===== config.mk =====
export PLATFORM = sky130hd
export DESIGN_NAME = logic_tile_px
export DESIGN_NICKNAME = d
export VERILOG_FILES = /design/src/rtl/logic_tile_px.sv
export SDC_FILE = /design/constraint.sdc
export NUM_CORES = 1
export LEC_CHECK = 0
export ABC_AREA = 1
export BUFFER_PORTS_ARGS = -buffer_cell sky130_fd_sc_hd__clkbuf_2
export CAP_MARGIN = 20
export CORE_AREA = 2 2 220 222
export DETAILED_ROUTE_END_ITERATION = 10
export DIE_AREA = 0 0 222 224
export PLACE_DENSITY = 0.67
export SYNTH_ARGS = -nofsm -noshare
export SYNTH_HDL_FRONTEND = slang
export SYNTH_SLANG_ARGS = --single-unit

===== constraint.sdc =====
create_clock -name clk -period 2.9 [get_ports clk]
set_input_delay 0.725 -clock clk [delete_from_list [all_inputs] [get_ports clk]]
set_output_delay 0.725 -clock clk [all_outputs]
set_load 0.02 [all_outputs]

===== src/rtl/logic_tile_px.sv =====
`default_nettype none
// ============================================================================
//  Module   : logic_tile_px
//  Purpose  : Configurable logic tile of NUM_LE K-input LUT elements with a
//             double-buffered serial configuration chain and bus output muxes.
//  Revision : 1.0
// ============================================================================
module logic_tile_px #(
    parameter int NUM_LE    = 4,
    parameter int K         = 4,
    parameter int BUS_WIDTH = 16,
    parameter int CFG_WIDTH = 1
) (
    input  logic                 clk,
    input  logic                 nrst,
    input  logic                 en,
    input  logic                 config_en,
    input  logic [CFG_WIDTH-1:0] config_data_in,
    input  logic                 config_commit,
    input  logic                 le_en,
    input  logic [BUS_WIDTH-1:0] bus_in,
    output logic [BUS_WIDTH-1:0] bus_out,
    output logic [NUM_LE-1:0]    le_out,
    output logic [CFG_WIDTH-1:0] config_data_out,
    output logic                 config_done,
    output logic                 config_err
);

    localparam int SEL_W     = $clog2(BUS_WIDTH);
    localparam int OSEL_W    = $clog2(NUM_LE + 1);
    localparam int LUT_BITS  = 2 ** K;
    localparam int LE_BITS   = K * SEL_W + LUT_BITS + 1;
    localparam int CFG_BITS  = NUM_LE * LE_BITS + BUS_WIDTH * OSEL_W;
    localparam int FRAME_LEN = (CFG_BITS + CFG_WIDTH - 1) / CFG_WIDTH;
    localparam int SH_BITS   = FRAME_LEN * CFG_WIDTH;
    localparam int CNT_W     = $clog2(FRAME_LEN + 2);
    localparam logic [CNT_W-1:0] CNT_FULL = CNT_W'(FRAME_LEN);
    localparam logic [CNT_W-1:0] CNT_SAT  = CNT_W'(FRAME_LEN + 1);

    typedef enum logic [1:0] {
        ST_UNCONF   = 2'd0,
        ST_SHIFTING = 2'd1,
        ST_ACTIVE   = 2'd2
    } state_t;

    state_t               state_q, state_d;
    logic [SH_BITS-1:0]   shadow_q, shadow_d;
    logic [CFG_BITS-1:0]  active_q, active_d;
    logic [CNT_W-1:0]     cnt_q, cnt_d;
    logic [NUM_LE-1:0]    ff_q, ff_d;
    logic                 done_q, done_d;
    logic                 err_q, err_d;

    logic [SH_BITS-1:0]   shadow_shifted;
    logic [NUM_LE-1:0]    comb_v;
    logic                 shift;
    logic                 commit_req;
    logic                 good_commit;

    generate
        if (FRAME_LEN > 1) begin : g_shift_multi
            assign shadow_shifted = {shadow_q[SH_BITS-CFG_WIDTH-1:0], config_data_in};
        end else begin : g_shift_single
            assign shadow_shifted = config_data_in;
        end
    endgenerate

    assign shift       = en & config_en;
    assign commit_req  = en & config_commit;
    assign good_commit = commit_req & ~config_en & (cnt_q == CNT_FULL) &
                         (state_q == ST_SHIFTING);

    always_comb begin
        state_d  = state_q;
        shadow_d = shadow_q;
        active_d = active_q;
        cnt_d    = cnt_q;
        done_d   = done_q;
        err_d    = err_q;
        ff_d     = ff_q;

        if (shift) begin
            shadow_d = shadow_shifted;
            cnt_d    = (cnt_q == CNT_SAT) ? cnt_q : cnt_q + CNT_W'(1);
        end

        if (good_commit) begin
            active_d = shadow_q[CFG_BITS-1:0];
            done_d   = 1'b1;
            err_d    = 1'b0;
            cnt_d    = '0;
            state_d  = ST_ACTIVE;
        end else if (commit_req) begin
            // A rejected commit restarts the count; a same-cycle shift is the first word.
            err_d   = 1'b1;
            cnt_d   = shift ? CNT_W'(1) : '0;
            state_d = done_q ? ST_ACTIVE : ST_UNCONF;
        end else if (shift) begin
            state_d = ST_SHIFTING;
        end

        if (good_commit) begin
            ff_d = '0;
        end else if (le_en) begin
            ff_d = comb_v;
        end
    end

    always_ff @(posedge clk or negedge nrst) begin
        if (!nrst) begin
            state_q  <= ST_UNCONF;
            shadow_q <= '0;
            active_q <= '0;
            cnt_q    <= '0;
            ff_q     <= '0;
            done_q   <= 1'b0;
            err_q    <= 1'b0;
        end else begin
            state_q  <= state_d;
            shadow_q <= shadow_d;
            active_q <= active_d;
            cnt_q    <= cnt_d;
            ff_q     <= ff_d;
            done_q   <= done_d;
            err_q    <= err_d;
        end
    end

    generate
        for (genvar j = 0; j < NUM_LE; j++) begin : g_le
            localparam int BASE = j * LE_BITS;
            logic [K-1:0]        idx;
            logic [LUT_BITS-1:0] lut;

            assign lut = active_q[BASE + K*SEL_W +: LUT_BITS];

            for (genvar k = 0; k < K; k++) begin : g_in
                logic [SEL_W-1:0] sel;
                assign sel    = active_q[BASE + k*SEL_W +: SEL_W];
                assign idx[k] = (int'(sel) < BUS_WIDTH) ? bus_in[sel] : 1'b0;
            end

            assign comb_v[j] = lut[idx];
            assign le_out[j] = active_q[BASE + LE_BITS - 1] ? ff_q[j] : comb_v[j];
        end

        for (genvar i = 0; i < BUS_WIDTH; i++) begin : g_bus
            logic [OSEL_W-1:0] osel;
            logic              out_b;

            assign osel = active_q[NUM_LE*LE_BITS + i*OSEL_W +: OSEL_W];

            // Out-of-range selects drive 0; only LE outputs feed the bus, never LE inputs.
            always_comb begin
                out_b = 1'b0;
                if (osel == '0) begin
                    out_b = bus_in[i];
                end else begin
                    for (int n = 0; n < NUM_LE; n++) begin
                        if (int'(osel) == n + 1) begin
                            out_b = le_out[n];
                        end
                    end
                end
            end

            assign bus_out[i] = out_b;
        end
    endgenerate

    assign config_data_out = shadow_q[SH_BITS-1 -: CFG_WIDTH];
    assign config_done     = done_q;
    assign config_err      = err_q;

endmodule
`default_nettype wire


* Word level (Yosys, flattened, before mapping)
Index checks and enable logic that the tools add are counted.
Storage, ports and cells: memories 0, bits in latches 0, flip-flop bits (word level) 376, memory bits (writable) 0, bits in read-only memories 0
Cells by class: $add $sub $neg 1, equality and inequality tests 68, bitwise operators 6, multiply operators 0, $lt $le $gt $ge 20, reduce and logical (&&, ||, !) cells 20, shift operators 0, mux-type cells 137, div/mod/pow operators 0
Operator list (count):
- equality test 3 bit (second input constant) | 48
- 2-to-1 mux 1 bit | 107
- < comparator 4 x 5 -> 1 bit (second input constant) | 20
- binary-select mux 1 bit (select 4 bit) | 20
- equality test 3 x 2 -> 1 bit (second input constant) | 16
- zero test 3 bit | 16
- 2-to-1 mux 8 bit | 4
- equality test 8 bit (second input constant) | 2
- adder 8 x 1 -> 8 bit (second input constant) | 1
- 2-to-1 mux 2 bit | 4
- 2-to-1 mux 4 bit | 2
- AND 1 bit | 5
- nonzero test 2 bit | 2
- inequality test 3 bit (second input constant) | 1
- nonzero test 3 bit | 1
- equality test 2 x 1 -> 1 bit (second input constant) | 1
- AND reduction 2 bit | 1
- NOT 1 bit | 1

* Logic depth before layout (Yosys ltp)
depth after elaboration 10, gate-level depth with buffers 19, gate-level depth less buffers 16

* Worst setup path before layout
No wires, ideal clock.
kind input to output, start in bus_in[8], end out bus_out[10], path buffers 3, data required time 2175 ps, cell stages on the path 19, data arrival time 2316 ps, setup slack -141 ps, path through buf_4 -> inv_2 -> nand2_1 -> nand3_1 -> nand3_1 -> nand3_4 -> nand2_4 -> nand2_1 -> nand2_1 -> nand2_1 -> nand3_1 -> nand3_2 -> nand3_4 -> buf_6 -> nand3_1 -> nand2_1 -> nor2_1 -> nand2_1 -> buf_4
On the way: cells in the longest elaborated chain, start to end 10
Ends and longest elaborated chain:
- start: declaration | line 21 | input logic [BUS_WIDTH-1:0] bus_in,
- binary-select mux 1 bit (select 4 bit) | line 140 | assign idx[k] = (int'(sel) < BUS_WIDTH) ? bus_in[sel] : 1'b0;
- 2-to-1 mux 1 bit (not written as such) | line 140
- binary-select mux 1 bit (select 4 bit) | line 143 | assign comb_v[j] = lut[idx];
- 2-to-1 mux 1 bit (not written as such) | line 143
- 2-to-1 mux 1 bit | line 144 | assign le_out[j] = active_q[BASE + LE_BITS - 1] ? ff_q[j] : comb_v[j];
- 2-to-1 mux 1 bit (3 in series) | line 160 | if (int'(osel) == n + 1) begin
- 2-to-1 mux 1 bit * | line 160
- 2-to-1 mux 1 bit * | line 156 | if (osel == '0) begin
- end: declaration | line 22 | output logic [BUS_WIDTH-1:0] bus_out,
Mark *: on every way between the ends. The rest lies on a longest branch, timed or not. The select of a mux whose other input is x is not followed.

* Worst setup path in the final report
start reg active_q[99], end out bus_out[9]
On the way: cells in the longest elaborated chain, start to end 7
Ends and longest elaborated chain:
- start: declaration | line 48 | logic [CFG_BITS-1:0] active_q, active_d;
- start signal: assignment | line 121 | active_q <= active_d;
- binary-select mux 1 bit (select 4 bit) | line 140
- 2-to-1 mux 1 bit (not written as such) | line 140
- binary-select mux 1 bit (select 4 bit) | line 143
- 2-to-1 mux 1 bit (not written as such) | line 143
- 2-to-1 mux 1 bit | line 144
- 2-to-1 mux 1 bit | line 160
- 2-to-1 mux 1 bit | line 156
Every way passes these cells. The select of a mux whose other input is x is not followed.

==> results.cfg <==
[run_status]
status = finished, violations left
failed_checks = negative setup slack

[sta]
rsz0062_at_grt = yes
setup_violations = 20
fmax_ghz = 0.271
fin_ws_ns = -0.785
slew_violations = 0
finalCritPeriodShare = 1.27
fin_skew_ns = 0.0106
setup_tns_ns = -14.39
hold_viol_final = 0
period_needed_ns = 3.68
relSlewSlack = 0.419
worst_pin_slew_ns = 0.872

[routing]
wire_per_inst_um = 15.8
drt_iter0_markers = 1269
wl_mm = 49.6
postRouteAntennaNets = 0
drc = 0
via_count = 16268
firstDrtPassIters = 5
routed_via_density = 5.18

[floorplan]
fp.dieW_um = 222
fp.dieH_um = 224
initial_core_util = 0.396
core_um2 = 47300
row_count = 80
pin_count = 46
die-area_um2 = 49700

[power_and_ir_drop]
p_int_w = 0.00976
power_leakage_nw = 10.1
swShare = 0.266
p_clk_frac = 0.417
p_sw_w = 0.00353
seqPwrFrac = 0.458
pwr-share-comb = 0.125
power.density_nw_per_um2 = 579
irDropWorstVdd_v = 0.000335

[synthesis]
ys.flop_type = dfrtp_1
synth_cells = 2390
seq_area_frac_synth = 0.502
synth_warnings = 0
syn_avg_cell_area_um2 = 7.85
syn-num-nets = 2416
yosysUniqueCellTypes = 34
synth_edf_count = 0
synth-seq-cells = 376
synthArstFlopShare = 1.00
synthTopCellsByArea = dfrtp_1 50%, nand2_1 12%, o21ai_0 11%
syn_area_um2 = 18800
yosysTopAreaCell = dfrtp_1
yosysTopAreaCellShare = 0.502

[global_route]
grt_overflow = 0
groute.usage.overall = 0.199
grt_pass1_wl_mm = 80.6
first_global_vias = 15509
grt_max_degree = 225
antenna_found_initial = 1

[setup_path]
crit_path_cell_trace = buf_12 -> o211ai_1 -> nand3_2 -> nand3_4 -> nand3_1 -> nand2_1 -> nand2_1 -> nand3_1 -> nand3_2 -> nand2_4 -> nand2_8 -> buf_12 -> nand3_2 -> nand2_2 -> nand2_1 -> clkbuf_8
endpoint_kind = primary output
r2r_start = active_q[33]
cp_data_required_time_ns = 2.17
crit_fanout = 8
cp-start-kind = flip-flop
cp_slowest_cell = dfrtp_2
cp-startpoint = active_q[99]
max_stage_delay_ns = 0.45
path_class = flip-flop to primary output
crit_arrival_ns = 2.96

[job]
cap_violations = 0

[layout]
area.growth.synth_to_final_pct = 22.3
layout.nets = 2521
fin_util = 0.485
drive_gt1_frac = 0.184
diodes = 0

[placed_design]
place_congestion = 0.862
port_buffers = 45
dp_slack_ns = -0.853
dp_hpwl_mm = 31.2

[cts]
cts_buffer_depth = 3
clock_latency_ns = 0.56
cts_tree = done
clock-sinks = 376
ctsHoldBuffers = 0
htreeDepth = 2
path_clk_slew_ns = 0.06
cts_buffers = 42
clk_root_buffer_cell = clkbuf_16

[worst_hold_path]
hp-class = primary input to async pin
## cells in the mapped netlist, drive strengths merged (2+ instances only)
master  number
nand2      623
o21ai      435
dfrtp      376
inv        326
nand3      235
clkbuf      79
a21oi       74
nor2        67
buf         66
o211ai      34
nand3b      25
nor3        19
a211oi      16
o221ai       4
clkinv       3
ha           3
and2         2
## cells in the final DEF, fill, tap and decap left out, types with 6 or more instances in the layout
cell	count
clkbuf_1	6
nor2_1	63
inv_2	11
nor3_1	19
nand3_2	66
buf_12	24
dfrtp_2	15
buf_4	107
a21oi_1	69
clkbuf_16	47
clkbuf_2	19
o21ai_1	17
nand2_2	37
inv_4	9
inv_1	298
nand3_4	21
dfrtp_1	361
a211oi_1	16
o21ai_0	417
clkinvlp_4	9
clkbuf_8	25
buf_6	17
nand2_4	10
clkbuf_4	8
nand2_1	573
o211ai_1	33
nand3_1	154
nand3b_1	24
## critical path, delay by kind of cell (launching register included)
family / cells / cell delay, ns
AOI/OAI and AO/OA: 1 / 0.21
and+or+nand+nor: 12 / 1.26
buffers and inverters: 3 / 0.47
DFF: 1 / 0.45
## worst paths after layout
path                                     end  slack (ns)  depth (start not counted)
max in group asynchronous           cnt_q[5]        1.98                          2
worst min register to register  active_q[57]        0.48                          2
worst max-delay path              bus_out[9]       -0.78                         16
worst max register to register       ff_q[1]        0.92                         14
min in group clk                 shadow_q[0]        0.37                          3
worst min-delay path            active_q[91]        0.12                          1
## metrics by stage
stage	power (W)	std cells	hold slack, ns	cell area (um^2)
after global placement	0.00764	3019	0.461	20200
after floorplan	0.00708	2390	0.429	18900
after detailed placement	0.00770	3019	0.465	20200
final	0.0133	3141	0.119	22900
after CTS	0.0134	3125	0.128	22400
after global routing	0.0140	3141	0.138	22900
## logic make-up after synthesis
logic type               count (synthesis)  share of synthesized area
AND/OR/NAND/NOR                        972                      0.231
buffers and inverters                  474                      0.107
flip-flops                             376                      0.502
AO/OA/AOI/OAI                          565                      0.159
adder cells (fa/ha/maj)                  3                    0.00200
## per-layer routing
metal  wire (um)  vias up  GRT usage
li1            -     7934          -
met1       21900     7769      0.265
met2       23500      455      0.328
met3        2730      108     0.0290
met4        1490        2     0.0826
met5          12        -          0
## state kept, by name (all words and copies together) (netlist names)
signal and count:
config_done 1, state_q 2, ff_q 4, active_q 180
cnt_q 8, config_err 1, shadow_q 180
## final cells by class
type / instances / area [um^2]
Inverter: 329 / 1310
Fill cell: 4405 / 24400
Sequential cell: 376 / 9430
Multi-Input combinational cell: 1548 / 8000
Tap cell: 615 / 769
Clock buffer: 61 / 1290
Clock inverter: 14 / 163
Timing Repair Buffer: 198 / 1980
## power by group through the flow
stage               sequential [W]  combinational (W)  clock, W
finish                     0.00609            0.00166   0.00554
detailed placement         0.00618            0.00152         0
CTS                        0.00609            0.00162   0.00565
global placement           0.00616            0.00148         0
global route               0.00616            0.00190   0.00589
floorplan                  0.00611           0.000968         0
## what timing repair did
| action | in CTS | in global routing |
|---|---|---|
| endpoints found under the setup margin | 20 | 20 |
| gates cloned | 8 | 3 |
| resized for setup | 137 | 102 |
| pin swaps | 60 | 31 |
| setup buffers | 23 | 13 |
No activity file was read; power rests on OpenSTA's default activity.
